==> config.mk <==
export PLATFORM = sky130hd
export DESIGN_NAME = centroid_ctrl
export DESIGN_NICKNAME = d
export VERILOG_FILES = /design/src/rtl/centroid_ctrl_pkg.sv /design/src/rtl/centroid_ctrl_pix_coord_cnt.sv /design/src/rtl/centroid_ctrl.sv
export SDC_FILE = /design/constraint.sdc
export NUM_CORES = 1
export LEC_CHECK = 0
export CAP_MARGIN = 20
export CORE_UTILIZATION = 30
export CTS_CLUSTER_DIAMETER = 120
export DETAILED_ROUTE_END_ITERATION = 7
export PLACE_DENSITY_LB_ADDON = 0.3
export SYNTH_ARGS = -nofsm -noshare
export SYNTH_HDL_FRONTEND = slang
export SYNTH_SLANG_ARGS = --single-unit
==> constraint.sdc <==
create_clock -name clk -period 9.3 [get_ports clk]
set_clock_uncertainty 0.15 [all_clocks]
set_input_delay 0.93 -clock clk [delete_from_list [all_inputs] [get_ports clk]]
set_output_delay 0.93 -clock clk [all_outputs]
set_load 0.01 [all_outputs]
==> src/rtl/centroid_ctrl_pkg.sv <==
// Shared widths and FSM state encodings for the centroid controller slice.
package centroid_ctrl_pkg;

    localparam int W_COORD_DEF = 11;
    localparam int W_ACC_DEF   = 32;

    localparam logic [1:0] F_IDLE  = 2'd0;
    localparam logic [1:0] F_ACC   = 2'd1;
    localparam logic [1:0] F_FLUSH = 2'd2;
    localparam logic [1:0] F_LATCH = 2'd3;

    localparam logic [1:0] D_IDLE  = 2'd0;
    localparam logic [1:0] D_DIV_X = 2'd1;
    localparam logic [1:0] D_DIV_Y = 2'd2;
    localparam logic [1:0] D_DONE  = 2'd3;

endpackage

==> src/rtl/centroid_ctrl_pix_coord_cnt.sv <==
// Pixel coordinate tracker: de/v_sync edge detection and saturating x/y counters.
module pix_coord_cnt
    import centroid_ctrl_pkg::*;
#(
    parameter int W_COORD = W_COORD_DEF
) (
    input  logic               clk,
    input  logic               rst,
    input  logic               de,
    input  logic               v_sync,
    output logic [W_COORD-1:0] x_cnt,
    output logic [W_COORD-1:0] y_cnt,
    output logic               frame_end
);

    localparam logic [W_COORD-1:0] CNT_MAX = '1;

    logic de_q;
    logic vs_q;
    logic de_fall;

    assign frame_end = v_sync & ~vs_q;
    assign de_fall   = de_q & ~de;

    // NOTE: sequential state uses non-blocking assignments so every register samples pre-edge values.
    always_ff @(posedge clk or posedge rst) begin
        if (rst) begin
            de_q  <= 1'b0;
            vs_q  <= 1'b0;
            x_cnt <= '0;
            y_cnt <= '0;
        end else begin
            de_q <= de;
            vs_q <= v_sync;

            if (de_fall)
                x_cnt <= '0;
            else if (de && x_cnt != CNT_MAX)
                x_cnt <= x_cnt + 1'b1;

            // A frame boundary outranks a line end arriving in the same cycle.
            if (frame_end)
                y_cnt <= '0;
            else if (de_fall && y_cnt != CNT_MAX)
                y_cnt <= y_cnt + 1'b1;
        end
    end

endmodule

==> src/rtl/centroid_ctrl.sv <==
// Frame controller for the centroid datapath: drives the accumulators and sequences the shared divider.
module centroid_ctrl
    import centroid_ctrl_pkg::*;
#(
    parameter int W_COORD = W_COORD_DEF,
    parameter int W_ACC   = W_ACC_DEF
) (
    input  logic               clk,
    input  logic               rst,
    input  logic               de,
    input  logic               v_sync,
    input  logic               mask,
    output logic [W_COORD-1:0] x_pos,
    output logic [W_COORD-1:0] y_pos,
    output logic               acc_ce,
    output logic               acc_clr,
    input  logic [W_ACC-1:0]   sum_x,
    input  logic [W_ACC-1:0]   sum_y,
    input  logic [W_ACC-1:0]   cnt,
    output logic               div_start,
    output logic [W_ACC-1:0]   div_dividend,
    output logic [W_ACC-1:0]   div_divisor,
    input  logic               div_done,
    input  logic [W_ACC-1:0]   div_quotient,
    output logic [W_COORD-1:0] cent_x,
    output logic [W_COORD-1:0] cent_y,
    output logic               cent_valid,
    output logic               cent_empty,
    output logic               overrun
);

    logic [W_COORD-1:0] x_cnt;
    logic [W_COORD-1:0] y_cnt;
    logic               frame_end;
    logic               synced;
    logic [1:0]         f_state;
    logic               flush_cnt;
    logic [1:0]         d_state;
    logic [W_ACC-1:0]   sum_y_h;
    logic [W_COORD-1:0] qx;
    logic [W_COORD-1:0] qy;
    logic               job;
    logic               div_ack;
    logic               unused_q_hi;

    pix_coord_cnt #(.W_COORD(W_COORD)) u_coord (
        .clk       (clk),
        .rst       (rst),
        .de        (de),
        .v_sync    (v_sync),
        .x_cnt     (x_cnt),
        .y_cnt     (y_cnt),
        .frame_end (frame_end)
    );

    assign job         = (f_state == F_LATCH) && (d_state == D_IDLE);
    // A done arriving alongside our own start pulse belongs to no request of ours.
    assign div_ack     = div_done && !div_start;
    assign unused_q_hi = ^div_quotient[W_ACC-1:W_COORD];

    always_ff @(posedge clk or posedge rst) begin
        if (rst) begin
            f_state   <= F_IDLE;
            flush_cnt <= 1'b0;
            synced    <= 1'b0;
            acc_ce    <= 1'b0;
            acc_clr   <= 1'b0;
            x_pos     <= '0;
            y_pos     <= '0;
            overrun   <= 1'b0;
        end else begin
            acc_ce  <= de & mask & synced;
            x_pos   <= x_cnt;
            y_pos   <= y_cnt;
            acc_clr <= 1'b0;
            overrun <= 1'b0;
            if (frame_end)
                synced <= 1'b1;

            case (f_state)
                F_IDLE: begin
                    if (frame_end) begin
                        acc_clr <= 1'b1;
                        f_state <= F_ACC;
                    end
                end
                F_ACC: begin
                    if (frame_end) begin
                        flush_cnt <= 1'b0;
                        f_state   <= F_FLUSH;
                    end
                end
                F_FLUSH: begin
                    // Two cycles let the final pixel travel through the registered ce and the accumulator.
                    flush_cnt <= 1'b1;
                    if (flush_cnt)
                        f_state <= F_LATCH;
                end
                default: begin
                    acc_clr <= 1'b1;
                    overrun <= (d_state != D_IDLE);
                    f_state <= F_ACC;
                end
            endcase
        end
    end

    always_ff @(posedge clk or posedge rst) begin
        if (rst) begin
            d_state      <= D_IDLE;
            div_start    <= 1'b0;
            div_dividend <= '0;
            div_divisor  <= '0;
            sum_y_h      <= '0;
            qx           <= '0;
            qy           <= '0;
            cent_x       <= '0;
            cent_y       <= '0;
            cent_valid   <= 1'b0;
            cent_empty   <= 1'b0;
        end else begin
            div_start  <= 1'b0;
            cent_valid <= 1'b0;

            case (d_state)
                D_IDLE: begin
                    if (job) begin
                        sum_y_h <= sum_y;
                        if (cnt == '0) begin
                            cent_empty <= 1'b1;
                            cent_valid <= 1'b1;
                        end else begin
                            // The divider operand registers double as the sum_x/cnt holding registers.
                            div_start    <= 1'b1;
                            div_dividend <= sum_x;
                            div_divisor  <= cnt;
                            d_state      <= D_DIV_X;
                        end
                    end
                end
                D_DIV_X: begin
                    if (div_ack) begin
                        qx           <= div_quotient[W_COORD-1:0];
                        div_start    <= 1'b1;
                        div_dividend <= sum_y_h;
                        d_state      <= D_DIV_Y;
                    end
                end
                D_DIV_Y: begin
                    if (div_ack) begin
                        qy      <= div_quotient[W_COORD-1:0];
                        d_state <= D_DONE;
                    end
                end
                default: begin
                    cent_x     <= qx;
                    cent_y     <= qy;
                    cent_empty <= 1'b0;
                    cent_valid <= 1'b1;
                    d_state    <= D_IDLE;
                end
            endcase
        end
    end

endmodule

==> results.py <==
metrics = {
    "yosys": {
        "ys_warn_count": 0,
        "synth.largest_area_cell": "dfrtp_1",
        "syn_area_mm2": 0.00848,
        "synth-seq-area-share_pct": 58.5,
        "synth.net_count": 830,
        "ys_dominant_reg_cell": "dfrtp_1",
        "ys_ff_latch": 198,
        "async_reset_ff_share_pct": 100,
        "synth_area_leaders": "dfrtp_1, mux2_2, a221o_1, mux2_4, nand2b_1",
        "synth_top_area_share_pct": 58.5,
        "synth_edf_count": 0,
        "netlist_instances": 685,
        "synth.distinct_cells": 40,
        "syn_avg_cell_area_um2": 12.4,
    },
    "detailed_routing": {
        "wire_per_inst_um": 16.6,
        "routed_wl_um": 21500,
        "drcViolationCount": 0,
        "routed-via-count": 5988,
        "viasPerCell": 4.63,
        "first_iter_violations": 356,
        "first_pass_iters": 4,
        "ant_nets": 0,
    },
    "die": {
        "start_util_pct": 30.5,
        "rows": 61,
        "core-area_mm2": 0.0278,
        "die_area_mm2": 0.0289,
        "io_pins": 248,
        "die_w_um": 170,
        "dieHeight_um": 170,
    },
    "cts": {
        "cts_resized": 0,
        "cts_sinks": 198,
        "ctsHoldBuffers": 0,
        "path_clk_slew_ns": 0.09,
        "post_cts_buffers": 0,
        "clk_path_buf_depth": 2,
        "htreeDepth": 4,
        "clk_root_buffer_cell": "clkbuf_16",
        "numCtsBuffers": 17,
        "worstSkewPairLatency_ns": 0.43,
        "tritoncts": "built",
    },
    "worst_setup_path": {
        "crit_fanout": 21,
        "reg2reg_depth": 5,
        "worst_setup_path_end_kind": "register",
        "crit_type": "in2reg",
        "worstPathRequired_ns": 9.51,
        "worst_ep_arrival_time_ns": 3.64,
        "start_kind": "primary input",
    },
    "sta": {
        "tightest_slew_ns": 1.04,
        "tns_ns": 0,
        "finalWorstSetupSlack_ns": 5.88,
        "final_hold_viol_count": 0,
        "min_period_over_period_pct": 36.8,
        "max_slew_margin_pct": 30.6,
        "rsz0062_at_grt": "no",
        "max_freq_mhz": 292,
        "drv_slew": 0,
        "hold_ws_ns": 0.268,
        "post-route-min-period_ns": 3.42,
        "report.final.setup_viol": 0,
    },
    "global_routing": {
        "grt_first_pass_wirelength_um": 33400,
        "grt_start_max_net_pins": 135,
        "grt_overflow": 0,
        "grt.total_usage_pct": 15.0,
        "antenna_found_initial": 0,
        "first_global_vias": 5912,
    },
    "power_and_ir_drop": {
        "power_uw": 3700,
        "p_leak_uw": 0.00501,
        "powerDensity_mw_per_mm2": 315,
        "peakVddDrop_mv": 0.143,
    },
    "finish": {
        "layout-drive-gt1-share_pct": 17.0,
        "num_antenna_cells": 0,
        "area_growth_pct": 38.3,
        "final_nets": 1047,
        "final_util_pct": 42.2,
    },
    "placed_design": {
        "gp_congestion": 0.771,
        "hpwl_um": 13800,
        "port_buffers": 226,
        "preCtsSetupSlack_ns": 5.38,
    },
    "worst_hold_path": {
        "min_path_type": "reg2reg",
        "hold_depth": 0,
    },
    "run": {
        "cap_violations": 0,
    },
    "run_status": {
        "run_status": "completed",
    },
}
[power breakdown]
part | leakage [uW] | internal, uW | total [uW] | switching, uW
sequential | 0.00245 | 1210 | 1400 | 190
combinational | 0.00226 | 876 | 1520 | 641
clock | 0.000298 | 396 | 783 | 387
total | 0.00501 | 2480 | 3700 | 1220
[cells by family (layout without fill, tap and decap cells)]
kind of cell | after synthesis | in the layout | synth area share (%)
DFF | 198 | 198 | 58.5
muxes | 115 | 115 | 16.0
and+or+nand+nor | 149 | 149 | 9.14
buffers and inverters | 77 | 307 | 4.06
xor gates and xnor gates | 10 | 10 | 1.03
AOI/OAI and AO/OA | 125 | 125 | 9.74
adders and majority gates | 11 | 11 | 1.62
[cells in the final DEF, fill, tap and decap left out, types with 8 or more instances in the layout]
cell / Yosys / layout
mux2_2: 93 / 93
ha_1: 11 / 10
a21oi_1: 38 / 38
inv_1: 41 / 40
clkbuf_16: 0 / 17
a221o_1: 32 / 32
nor2_1: 19 / 19
nand2b_1: 34 / 34
nor4_1: 8 / 8
dfrtp_1: 198 / 198
nand2_1: 50 / 50
mux2_4: 17 / 17
clkdlybuf4s50_1: 0 / 226
nand4_1: 12 / 12
o21ai_0: 40 / 40
[cell type report]
cell class / instances / area (um^2)
fill: 2678 / 16100
tap: 378 / 473
clock buffer: 18 / 439
sequential: 198 / 4950
inverter: 41 / 161
clock inverter: 14 / 175
timing repair buffer: 234 / 2330
multi-input combinational: 410 / 3180
[per-stage QoR]
step	cell area, um^2	instances
6_report	11700	1293
5_1_grt	11700	1293
4_1_cts	11700	1291
3_5_place_dp	11100	1259
3_3_place_gp	11100	1259
2_1_floorplan	8480	685
[Yosys cell counts, types with 2 or more instances]
master,number
ha_1,11
buf_2,8
mux2_2,93
o22ai_1,2
buf_1,2
a22o_1,3
and4_1,2
and3_1,5
nand4_1,12
mux2_4,17
clkbuf_1,20
nand2_1,50
xnor2_1,3
inv_1,41
nand3_1,3
nor2_1,19
or2_2,2
nand2b_1,34
o21ai_0,40
and2_1,5
a221o_1,32
a211oi_1,2
dfrtp_1,198
a21oi_1,38
buf_6,6
xor2_1,7
mux2i_1,5
nor2b_1,4
a31oi_1,3
nor4_1,8
[per-layer routing]
metal | up-vias | share of wire [%] | wire length (um) | GRT usage (%)
met2 | 149 | 45 | 9730 | 23.1
met1 | 2992 | 48 | 10200 | 20.7
met4 | 0 | 0.65 | 139 | 3.29
met3 | 9 | 6.6 | 1410 | 4.35
met5 | - | 0 | 0 | 0
li1 | 2838 | - | - | -
[critical path, cell delays in order]
cell and delay [ns]:
clkdlybuf4s50_1 0.42, nor4_1 0.45, nand4_1 0.27, o21ai_0 0.35
a22o_1 0.59, buf_4 0.40, a221o_1 0.21
[registers in the layout (all words and copies together), names as in the netlist, 2 cells and up]
signal	flops
qx	11
d_state	2
div_dividend	32
cent_x	11
cent_y	11
qy	11
x_pos	11
u_coord.x_cnt	11
f_state	2
div_divisor	32
y_pos	11
u_coord.y_cnt	11
sum_y_h	32
[path summary, 6_finish.rpt]
check                      slack [ns]                     startpoint                            to
max reg2reg                      6.43         d_state[1]$_DFFE_PP0P_  div_dividend[18]$_DFFE_PP0P_
max                              5.88                         cnt[0]  div_dividend[18]$_DFFE_PP0P_
min                              0.27  u_coord.x_cnt[10]$_DFFE_PP0P_           x_pos[10]$_DFF_PP0_
min in group asynchronous        0.97                            rst            y_pos[2]$_DFF_PP0_
min reg2reg                      0.27  u_coord.x_cnt[10]$_DFFE_PP0P_           x_pos[10]$_DFF_PP0_
max in group asynchronous        6.57                            rst           div_start$_DFF_PP0_
Note: power is estimated with default switching activity, not from simulation.
